`src/rtl/arb_pkg.sv`:
```
// ---------------------------------------------------------------------------
// arb_pkg
// Shared definitions for the round-robin ring arbiter.
//   arb_state_t : arbiter FSM states (ST_IDLE = no grant, ST_BUSY = one grant)
//   clog2()     : ceiling log2, usable in parameter expressions
// ---------------------------------------------------------------------------
package arb_pkg;

    typedef enum logic {
        ST_IDLE = 1'b0,
        ST_BUSY = 1'b1
    } arb_state_t;

    // Ceiling log2 for sizing counters and indices; clog2(1) is 0.
    function automatic int clog2(input int value);
        int result;
        int v;
        result = 0;
        v      = value - 1;
        while (v > 0) begin
            result = result + 1;
            v      = v >> 1;
        end
        return result;
    endfunction

endpackage

```
`src/rtl/rr_pick.sv`:
```
// ---------------------------------------------------------------------------
// rr_pick
// Combinational circular priority picker. Returns the first eligible
// requester (req & mask) found at or after the one-hot ptr position,
// wrapping around the ring.
// Ports:
//   req       in  N  request vector
//   ptr       in  N  one-hot start position (highest priority)
//   mask      in  N  eligibility mask; cleared bits are never picked
//   sel       out N  one-hot pick, zero when nothing is eligible
//   sel_valid out 1  at least one eligible requester
// ---------------------------------------------------------------------------
module rr_pick
    import arb_pkg::*;
#(
    parameter int N = 4
) (
    input  logic [N-1:0] req,
    input  logic [N-1:0] ptr,
    input  logic [N-1:0] mask,
    output logic [N-1:0] sel,
    output logic         sel_valid
);

    logic [N-1:0]   eligible;
    logic [2*N-1:0] dbl;
    logic [2*N-1:0] dbl_pick;

    // Doubling the eligible vector lets a single subtraction find the first
    // set bit at or above ptr: the borrow ripples up from the ptr position
    // and stops at that bit, which is the only bit surviving dbl & ~(dbl-ptr).
    // The two halves are then folded back onto the ring.
    always_comb begin
        eligible  = req & mask;
        dbl       = {eligible, eligible};
        dbl_pick  = dbl & ~(dbl - {{N{1'b0}}, ptr});
        sel       = dbl_pick[N-1:0] | dbl_pick[2*N-1:N];
        sel_valid = |eligible;
    end

endmodule

```
`src/rtl/rr_ring_arbiter.sv`:
```
// ---------------------------------------------------------------------------
// rr_ring_arbiter
// Round-robin arbiter sharing one resource between N requesters. Priority
// rotates through a one-hot ring pointer. A grant is held while its owner
// keeps req high, but is pre-empted after MAX_HOLD cycles when others wait.
// Ports:
//   clk       in  1       clock, all state updates on posedge
//   resetn    in  1       asynchronous active-low reset
//   req       in  N       request vector, bit i = requester i
//   gnt       out N       registered one-hot grant, zero when idle
//   gnt_valid out 1       registered |gnt
//   gnt_id    out ID_W    binary index of the granted requester (0 when idle)
//   ptr       out N       one-hot ring priority pointer
//   hold_cnt  out HOLD_W  cycles the current grant has been held, saturating
// ---------------------------------------------------------------------------
module rr_ring_arbiter
    import arb_pkg::*;
#(
    parameter int N        = 4,
    parameter int MAX_HOLD = 8,
    parameter int HOLD_W   = clog2(MAX_HOLD + 1),
    parameter int ID_W     = clog2(N)
) (
    input  logic              clk,
    input  logic              resetn,
    input  logic [N-1:0]      req,
    output logic [N-1:0]      gnt,
    output logic              gnt_valid,
    output logic [ID_W-1:0]   gnt_id,
    output logic [N-1:0]      ptr,
    output logic [HOLD_W-1:0] hold_cnt
);

    localparam logic [HOLD_W-1:0] MAX_HOLD_C = HOLD_W'(MAX_HOLD);

    arb_state_t        state_q, state_d;
    logic [N-1:0]      gnt_q, gnt_d;
    logic              gnt_valid_q, gnt_valid_d;
    logic [ID_W-1:0]   gnt_id_q, gnt_id_d;
    logic [N-1:0]      ptr_q, ptr_d;
    logic [HOLD_W-1:0] hold_cnt_q, hold_cnt_d;

    logic [N-1:0]      pick_mask;
    logic [N-1:0]      sel;
    logic              sel_valid;
    logic              owner_req;
    logic              others_req;
    logic              issue;

    // While busy the current owner is masked out, so a pre-emption lands on
    // the next requester after it. Since ptr already sits one past the owner,
    // the owner naturally ends up at the lowest priority.
    assign pick_mask  = (state_q == ST_BUSY) ? ~gnt_q : {N{1'b1}};
    assign owner_req  = |(req & gnt_q);
    assign others_req = |(req & ~gnt_q);

    rr_pick #(
        .N (N)
    ) u_pick (
        .req       (req),
        .ptr       (ptr_q),
        .mask      (pick_mask),
        .sel       (sel),
        .sel_valid (sel_valid)
    );

    // Next-state logic. An owner drop wins over pre-emption, and a drop with
    // other requests pending hands the grant over on the same edge.
    always_comb begin
        state_d    = state_q;
        gnt_d      = gnt_q;
        ptr_d      = ptr_q;
        hold_cnt_d = hold_cnt_q;
        issue      = 1'b0;

        case (state_q)
            ST_IDLE: begin
                if (sel_valid) begin
                    issue = 1'b1;
                end
            end
            ST_BUSY: begin
                if (!owner_req) begin
                    if (sel_valid) begin
                        issue = 1'b1;
                    end else begin
                        state_d    = ST_IDLE;
                        gnt_d      = '0;
                        hold_cnt_d = '0;
                    end
                end else if (hold_cnt_q == MAX_HOLD_C && others_req) begin
                    issue = 1'b1;
                end else if (hold_cnt_q != MAX_HOLD_C) begin
                    hold_cnt_d = hold_cnt_q + 1'b1;
                end
            end
            default: begin
                state_d = ST_IDLE;
            end
        endcase

        // A new grant restarts the hold count and rotates the ring pointer
        // to the position just past the winner.
        if (issue) begin
            state_d    = ST_BUSY;
            gnt_d      = sel;
            hold_cnt_d = {{(HOLD_W-1){1'b0}}, 1'b1};
            ptr_d      = {sel[N-2:0], sel[N-1]};
        end

        gnt_valid_d = |gnt_d;
        gnt_id_d    = '0;
        for (int i = 0; i < N; i++) begin
            if (gnt_d[i]) begin
                gnt_id_d = ID_W'(i);
            end
        end
    end

    // State and output registers; reset clears the grant immediately.
    always_ff @(posedge clk or negedge resetn) begin
        if (!resetn) begin
            state_q     <= ST_IDLE;
            gnt_q       <= '0;
            gnt_valid_q <= 1'b0;
            gnt_id_q    <= '0;
            ptr_q       <= {{(N-1){1'b0}}, 1'b1};
            hold_cnt_q  <= '0;
        end else begin
            state_q     <= state_d;
            gnt_q       <= gnt_d;
            gnt_valid_q <= gnt_valid_d;
            gnt_id_q    <= gnt_id_d;
            ptr_q       <= ptr_d;
            hold_cnt_q  <= hold_cnt_d;
        end
    end

    assign gnt       = gnt_q;
    assign gnt_valid = gnt_valid_q;
    assign gnt_id    = gnt_id_q;
    assign ptr       = ptr_q;
    assign hold_cnt  = hold_cnt_q;

endmodule
```
`config.mk`:
```
export PLATFORM = sky130hd
export DESIGN_NAME = rr_ring_arbiter
export DESIGN_NICKNAME = d
export VERILOG_FILES = /design/src/rtl/arb_pkg.sv /design/src/rtl/rr_pick.sv /design/src/rtl/rr_ring_arbiter.sv
export SDC_FILE = /design/constraint.sdc
export NUM_CORES = 1
export LEC_CHECK = 0
export BUFFER_PORTS_ARGS = -buffer_cell sky130_fd_sc_hd__buf_2
export CAP_MARGIN = 10
export CORE_UTILIZATION = 48
export CTS_CLUSTER_DIAMETER = 100
export CTS_CLUSTER_SIZE = 10
export DETAILED_ROUTE_END_ITERATION = 10
export PLACE_DENSITY_LB_ADDON = 0.08
export SKIP_LAST_GASP = 1
export SLEW_MARGIN = 10
export SYNTH_ARGS = -nofsm -noshare
export SYNTH_HDL_FRONTEND = slang
export SYNTH_SLANG_ARGS = --single-unit
```
`constraint.sdc`:
```
create_clock -name clk -period 1.93 [get_ports clk]
set_clock_uncertainty 0.05 [all_clocks]
set_input_delay 0.0965 -clock clk [delete_from_list [all_inputs] [get_ports clk]]
set_output_delay 0.0965 -clock clk [all_outputs]
set_load 0.1 [all_outputs]
```
Word-level counts from Yosys, hierarchy flattened
Cells that the tools add are included.
W data, S select, Z words.
{"block": "op_classes", "mul": 0, "order_cmp": 0, "n_mux": 21, "eq_ne": 5, "div_mod_pow": 0, "addsub": 2, "shift": 0, "n_bitwise": 8, "reduce_logical": 7}
{"cell": "$mux W4", "count": 11}
{"cell": "$reduce_or A4 Y1", "count": 4}
{"cell": "$and A4 B4 Y4", "count": 3}
{"cell": "$and A8 B8 Y8", "count": 1}
{"cell": "$not A8 Y8", "count": 1}
{"cell": "$sub A8 B4 Y8", "count": 1}
{"cell": "$mux W1", "count": 7}
{"cell": "$ne A3 B1 Y1 const B", "count": 2}
{"cell": "$add A4 B1 Y4 const B", "count": 1}
{"cell": "$eq A4 B4 Y1 const B", "count": 1}
{"cell": "$mux W2", "count": 2}
{"cell": "$ne A4 B4 Y1 const B", "count": 1}
{"cell": "$not A4 Y4", "count": 1}
{"cell": "$or A4 B4 Y4", "count": 1}
{"cell": "$reduce_and A4 Y1", "count": 1}
{"cell": "$ne A3 B3 Y1 const B", "count": 1}
{"cell": "$pmux W1 S2", "count": 1}
{"cell": "$reduce_bool A2 Y1", "count": 1}
{"cell": "$logic_and A1 B1 Y1", "count": 1}
{"cell": "$not A1 Y1", "count": 1}
{"block": "totals", "n_memories": 0, "latch_bits": 0, "wordCells": 49, "ff_bits": 16, "rom_bits": 0, "ram_bits": 0}

Depth between registers and ports, before layout
{"block": "depth", "word_depth": 11, "depth_mapped": 9, "depth_no_buf": 9}

Hierarchy
A second synthesis with hierarchy kept.
{"block": "unflattened", "cells_unflattened": 125, "hier_area_um2": 1099.8}
{"module": "rr_ring_arbiter", "cells_per_inst": 88, "area_per_inst_um2": 853.3, "instances": 1}
{"module": "rr_pick", "cells_per_inst": 37, "area_per_inst_um2": 246.5, "instances": 1}

Worst setup path after synthesis
OpenSTA, ideal clock, no wires.
{"block": "synth_path", "path_kind": "register -> register", "from": "register gnt_q[2] (netlist: gnt[2])", "to": "register gnt_id_q[0] (netlist: gnt_id[0])", "path_stages_with_launch": 8, "path_slack_ps": -716, "arrival_time_ps": 2459, "t_required_ps": 1743, "synth_period_minus_slack_ps": 2646, "cell_sequence": "dfrtp_1 a21boi_1 ha_1 a21oi_1 o211ai_2 xnor2_1 o211ai_1 o211ai_2"}
{"block": "synth_via", "elab_chain_len": 11, "elab_cells_between_ends": 24, "cone_classes": "1 x add/sub; 12 x mux; 7 x bitwise; 4 x reduce/logical"}
{"item": "from (decl)", "line_no": "rr_ring_arbiter.sv:37", "rtl": "logic [N-1:0] gnt_q, gnt_d;"}
{"item": "from (signal assigned)", "line_no": "rr_ring_arbiter.sv:131", "rtl": "gnt_q <= gnt_d;"}
{"item": "$not A4 Y4", "line_no": "rr_ring_arbiter.sv:53, rr_ring_arbiter.sv:55"}
{"item": "$mux W4 or $and A4 B4 Y4 (tied branches)", "line_no": "rr_ring_arbiter.sv:53, rr_ring_arbiter.sv:55"}
{"item": "$and A4 B4 Y4 or $reduce_or A4 Y1 (tied branches)", "line_no": "rr_pick.sv:34, rr_ring_arbiter.sv:55"}
{"item": "$sub A8 B4 Y8, or another cell as far along", "line_no": "rr_pick.sv:36", "rtl": "dbl_pick = dbl & ~(dbl - {{N{1'b0}}, ptr});"}
{"item": "$not A8 Y8, or another cell as far along", "line_no": "rr_pick.sv:36"}
{"item": "$and A8 B8 Y8, or another cell as far along", "line_no": "rr_pick.sv:36"}
{"item": "$or A4 B4 Y4, or another cell as far along", "line_no": "rr_pick.sv:37", "rtl": "sel = dbl_pick[N-1:0] | dbl_pick[2*N-1:N];"}
{"item": "$mux W4 (*)", "line_no": "rr_ring_arbiter.sv:104", "rtl": "if (issue) begin"}
{"item": "$mux W1", "line_no": "rr_ring_arbiter.sv:114", "rtl": "if (gnt_d[i]) begin"}
{"item": "$mux W2", "line_no": "rr_ring_arbiter.sv:114"}
{"item": "$mux W2 (*)", "line_no": "rr_ring_arbiter.sv:114"}
{"item": "named net gnt_id_d[0]", "line_no": "rr_ring_arbiter.sv:39", "rtl": "logic [ID_W-1:0] gnt_id_q, gnt_id_d;"}
{"item": "to (signal assigned)", "line_no": "rr_ring_arbiter.sv:133", "rtl": "gnt_id_q <= gnt_id_d;"}
{"item": "to (decl)", "line_no": "rr_ring_arbiter.sv:39"}
Mark *: on every way through the listed nets, which the timed path passes. The rest lies on a longest branch.
A chain may end at the register's enable or synchronous reset.

Worst setup path after layout
{"block": "layout_path", "from": "register gnt_q[0] (netlist: gnt[0])", "to": "register gnt_id_q[0] (netlist: gnt_id[0])"}
{"block": "layout_via", "elab_cells_between_ends": 24, "cone_classes": "1 x add/sub; 12 x mux; 7 x bitwise; 4 x reduce/logical"}
{"item": "$not A4 Y4", "line_no": "rr_ring_arbiter.sv:53, rr_ring_arbiter.sv:55"}
{"item": "$mux W4 or $and A4 B4 Y4 (tied branches)", "line_no": "rr_ring_arbiter.sv:53, rr_ring_arbiter.sv:55"}
{"item": "$and A4 B4 Y4 or $reduce_or A4 Y1 (tied branches)", "line_no": "rr_pick.sv:34, rr_ring_arbiter.sv:55"}
{"item": "$sub A8 B4 Y8, or another cell as far along", "line_no": "rr_pick.sv:36"}
{"item": "$not A8 Y8, or another cell as far along", "line_no": "rr_pick.sv:36"}
{"item": "$and A8 B8 Y8, or another cell as far along", "line_no": "rr_pick.sv:36"}
{"item": "$or A4 B4 Y4, or another cell as far along", "line_no": "rr_pick.sv:37"}
{"item": "$mux W4 (*)", "line_no": "rr_ring_arbiter.sv:104"}
{"item": "named net gnt_d[2]", "line_no": "rr_ring_arbiter.sv:37"}
{"item": "$mux W2 (*) (2 in a row)", "line_no": "rr_ring_arbiter.sv:114"}
{"item": "named net gnt_id_d[0]", "line_no": "rr_ring_arbiter.sv:39"}
Marks and branches as above.

==> metrics list <==
- Clock latency at the later pin of the worst-skew pair: 0.31 ns
- Post-synthesis sequential area ratio: 36.8%
* Data arrival time of the critical path: 2.33 ns
- Hold Crit Class: in -> reg
* Core region area: 0.00204 mm^2
* Final worst-path setup slack: -0.269 ns
- Row Count: 16
- The mapped netlist covers 0.00109 mm^2.
- Die outline area: 0.00247 mm^2
- Effective utilization at floorplan: 53.4%
- Slew of the pin with the lowest slew margin: 0.489 ns
- Headroom to the max-slew limit: 67.6%
* Final hold slack: 0.0593 ns
* Number of nets in the finished design: 177
- Required @ worst endpoint: 2.06 ns
* Fraction of layout cells with a size suffix above 1: 57.3%
- TritonCTS built the clock tree.
* Share of the clock period used by the worst path: 114%
- Nature of the critical path endpoint: flip-flop
- Post-DRT Antenna Nets: 0
- Routability congestion estimate: 0.921
* Run status: finished with violations
- From bottom edge to top edge, the die measures 49.7 um.
- Number of cells after detailed placement: 180
- Final max-slew violation count: 0
* TritonCTS sink count: 16
* Largest net degree at the start of global routing: 17
- The via count of the first global-routing pass was 1038.
- CTS max path bufs: 2
- For this run, design rule violations remaining after detail routing come to 0.
* Startpoint of the tightest hold check path: req[2]
- The most critical setup path has its endpoint at gnt_id[0].
- Setup repair after global routing missed its margin: yes
* Worst reg2reg endpoint: gnt_id[0]
- The top cell type by area accounts for 34.4% of the synthesized area.
- Violation count after the first detailed-routing iteration: 35
- Maximum fanout along the worst path: 2
- Worst setup path class: reg -> reg
- Area taken by flip-flops and latches: 433 um^2
- Number of vias per cell: 5.52
* Footprint of the multi-input gates: 754 um^2
- Synthesis inferred 16 register bits.
* Number of fillers in the final layout: 141
- Post-DR wirelength/cell: 16.7 um
* Post-Synthesis Net Count: 125
- Total global routing track utilization: 27.7%
- The total overflow left after global routing is 0.
- Number of endpoints with negative hold slack in the final report: 0
- Derived from the worst setup path, the maximum achievable clock frequency is 455 MHz.
- Ys flop type: sky130_fd_sc_hd__dfrtp_1
* Final-report setup violation count: 10
- The biggest area contributor in the post-synthesis netlist is sky130_fd_sc_hd__dfrtp_1.
* Final Critical Period: 2.20 ns
* Global-route wire length before repair: 5000 um
* Number of buffers added on ports: 20
* Final core utilization: 79.3%
- In this run the worst setup path begins at gnt[0].
- The average instance in the mapped netlist occupies 9.66 um^2.
- The worst register-to-register path begins at gnt[0].
- STA classifies the critical path startpoint as a flip-flop.
- For this run, asynchronously set or reset flops after synthesis account for 100%.
- Clock transition at the registers of the reported paths: 0.11 ns
* Routed wire length: 3200 um
* Layout overhead on the synthesized area: 48.4%
* Instance count of the mapped netlist: 113
- During I/O placement, the number of pins put on the boundary was 21.
- The number of antenna diodes in the final layout is 0.
* Final Non-Filler Cells: 191
- Clock root buffer master: sky130_fd_sc_hd__clkbuf_4
* Most common cell after layout, fill and taps aside: sky130_fd_sc_hd__buf_4
* Number of buffers created by CTS: 3
- Across the run, the number of max-cap violations was 0.
- Number of detailed-routing iterations run before antenna repair: 4
* Flop2flop setup slack: -0.27 ns
- Counting cells, the worst reg-to-reg path comes to 7.
- Via count: 1054
* Violated checks: negative setup slack
* Most frequent cells in the layout: 26 x sky130_fd_sc_hd__buf_4, 20 x sky130_fd_sc_hd__buf_2, 11 x sky130_fd_sc_hd__nand2_1
* Count of cell types in the netlist: 42
- The initial antenna violation count was 0.
- The die is 49.7 um wide.
- In this run, synthesis inferred 0 flip-flops with an integrated enable.
* HPWL after detailed placement: 2200 um
- Synth Warn #: 0
- Cells taking the most area after synthesis: sky130_fd_sc_hd__dfrtp_1 34%, sky130_fd_sc_hd__ha_1 5.7%, sky130_fd_sc_hd__inv_1 4.1%, sky130_fd_sc_hd__nand2_1 4.1%, sky130_fd_sc_hd__a21oi_1 3.7%
* CTS H-Tree Depth: 1
## area by class of cell
class                           instances  share of cell area [%]
Clock buffer                            4                    2.24
Inverter                               12                    2.78
Multi-Input combinational cell         84                    46.6
Sequential cell                        16                    26.7
Tap cell                               27                    2.09
Timing Repair Buffer                   48                    19.6
## per-layer routing
metal	wire (um)	GRT usage (%)	up-vias
met4	105	11.9	0
met3	107	4.94	11
li1	-	-	501
met2	1630	48.0	29
met5	0	0	-
met1	1350	33.3	513
## how the worst min path moves through the flow
| stage | slack, ns | endpoint | cells past startpoint |
|---|---|---|---|
| finish | 0.06 | state_q | 3 |
| global route | 0.07 | state_q | 3 |
| CTS | 0.05 | state_q | 3 |
| detailed placement | -0.02 | gnt[1] | 1 |
| global placement | -0.02 | state_q | 1 |
| floorplan | -0.25 | gnt[3] | 0 |
## critical path: stages (launching register included)
cell and delay (ns):
sky130_fd_sc_hd__dfrtp_4 0.49, sky130_fd_sc_hd__a21bo_4 0.21, sky130_fd_sc_hd__and2_4 0.15, sky130_fd_sc_hd__fa_2 0.36
sky130_fd_sc_hd__xor2_1 0.29, sky130_fd_sc_hd__o21ai_1 0.15, sky130_fd_sc_hd__mux2i_1 0.23, sky130_fd_sc_hd__o211ai_2 0.12
## cells by family after synthesis
group / Yosys count / synth area share [%]
AO/OA/AOI/OAI: 35 / 26.3
XOR/XNOR: 3 / 2.41
adder cells (fa/ha/maj): 6 / 7.57
buffers and inverters: 13 / 5.16
flip-flops: 16 / 36.8
multiplexers: 3 / 2.75
AND/OR/NAND/NOR: 37 / 19.0
## timing repair
action / 4_1_cts / 5_1_grt
gates resized for setup: 9 / 11
hold buffers: 1 / 0
pin swaps: 1 / 4
endpoints found under the hold margin: 16 / 0
buffers inserted: 2 / 4
cloned: 0 / 0
endpoints found under the setup margin: 11 / 13
## flip-flops by register name, indices dropped and copies added (netlist names)
| register | flops |
|---|---|
| gnt | 4 |
| gnt_id | 2 |
| ptr | 4 |
| hold_cnt | 4 |
| gnt_valid | 1 |
| state_q | 1 |
## through the flow
step                      setup TNS (ns)  instance area (um^2)  setup WS [ns]
after floorplan                    -1.47                  1170         -0.252
after global placement            -0.608                  1450         -0.148
after detailed placement           -1.10                  1450         -0.192
after CTS                         -0.462                  1540         -0.137
after global routing               -2.05                  1620         -0.307
final                              -1.37                  1620         -0.269
## cells in the mapped netlist, types with 2 or more instances
cell type	n
sky130_fd_sc_hd__o211ai_1	2
sky130_fd_sc_hd__and2_1	4
sky130_fd_sc_hd__o211ai_2	2
sky130_fd_sc_hd__a21o_1	2
sky130_fd_sc_hd__nor2b_1	4
sky130_fd_sc_hd__mux2i_1	3
sky130_fd_sc_hd__a21oi_1	8
sky130_fd_sc_hd__inv_1	12
sky130_fd_sc_hd__ha_1	5
sky130_fd_sc_hd__a21boi_1	3
sky130_fd_sc_hd__nor2_1	3
sky130_fd_sc_hd__xnor2_1	2
sky130_fd_sc_hd__nand2_1	12
sky130_fd_sc_hd__a22oi_1	2
sky130_fd_sc_hd__dfrtp_1	15
sky130_fd_sc_hd__o21ai_0	4
sky130_fd_sc_hd__nand3_1	5
Power is not shown: default switching activity piles up to over one toggle a cycle in this logic, so the estimate is an artifact.
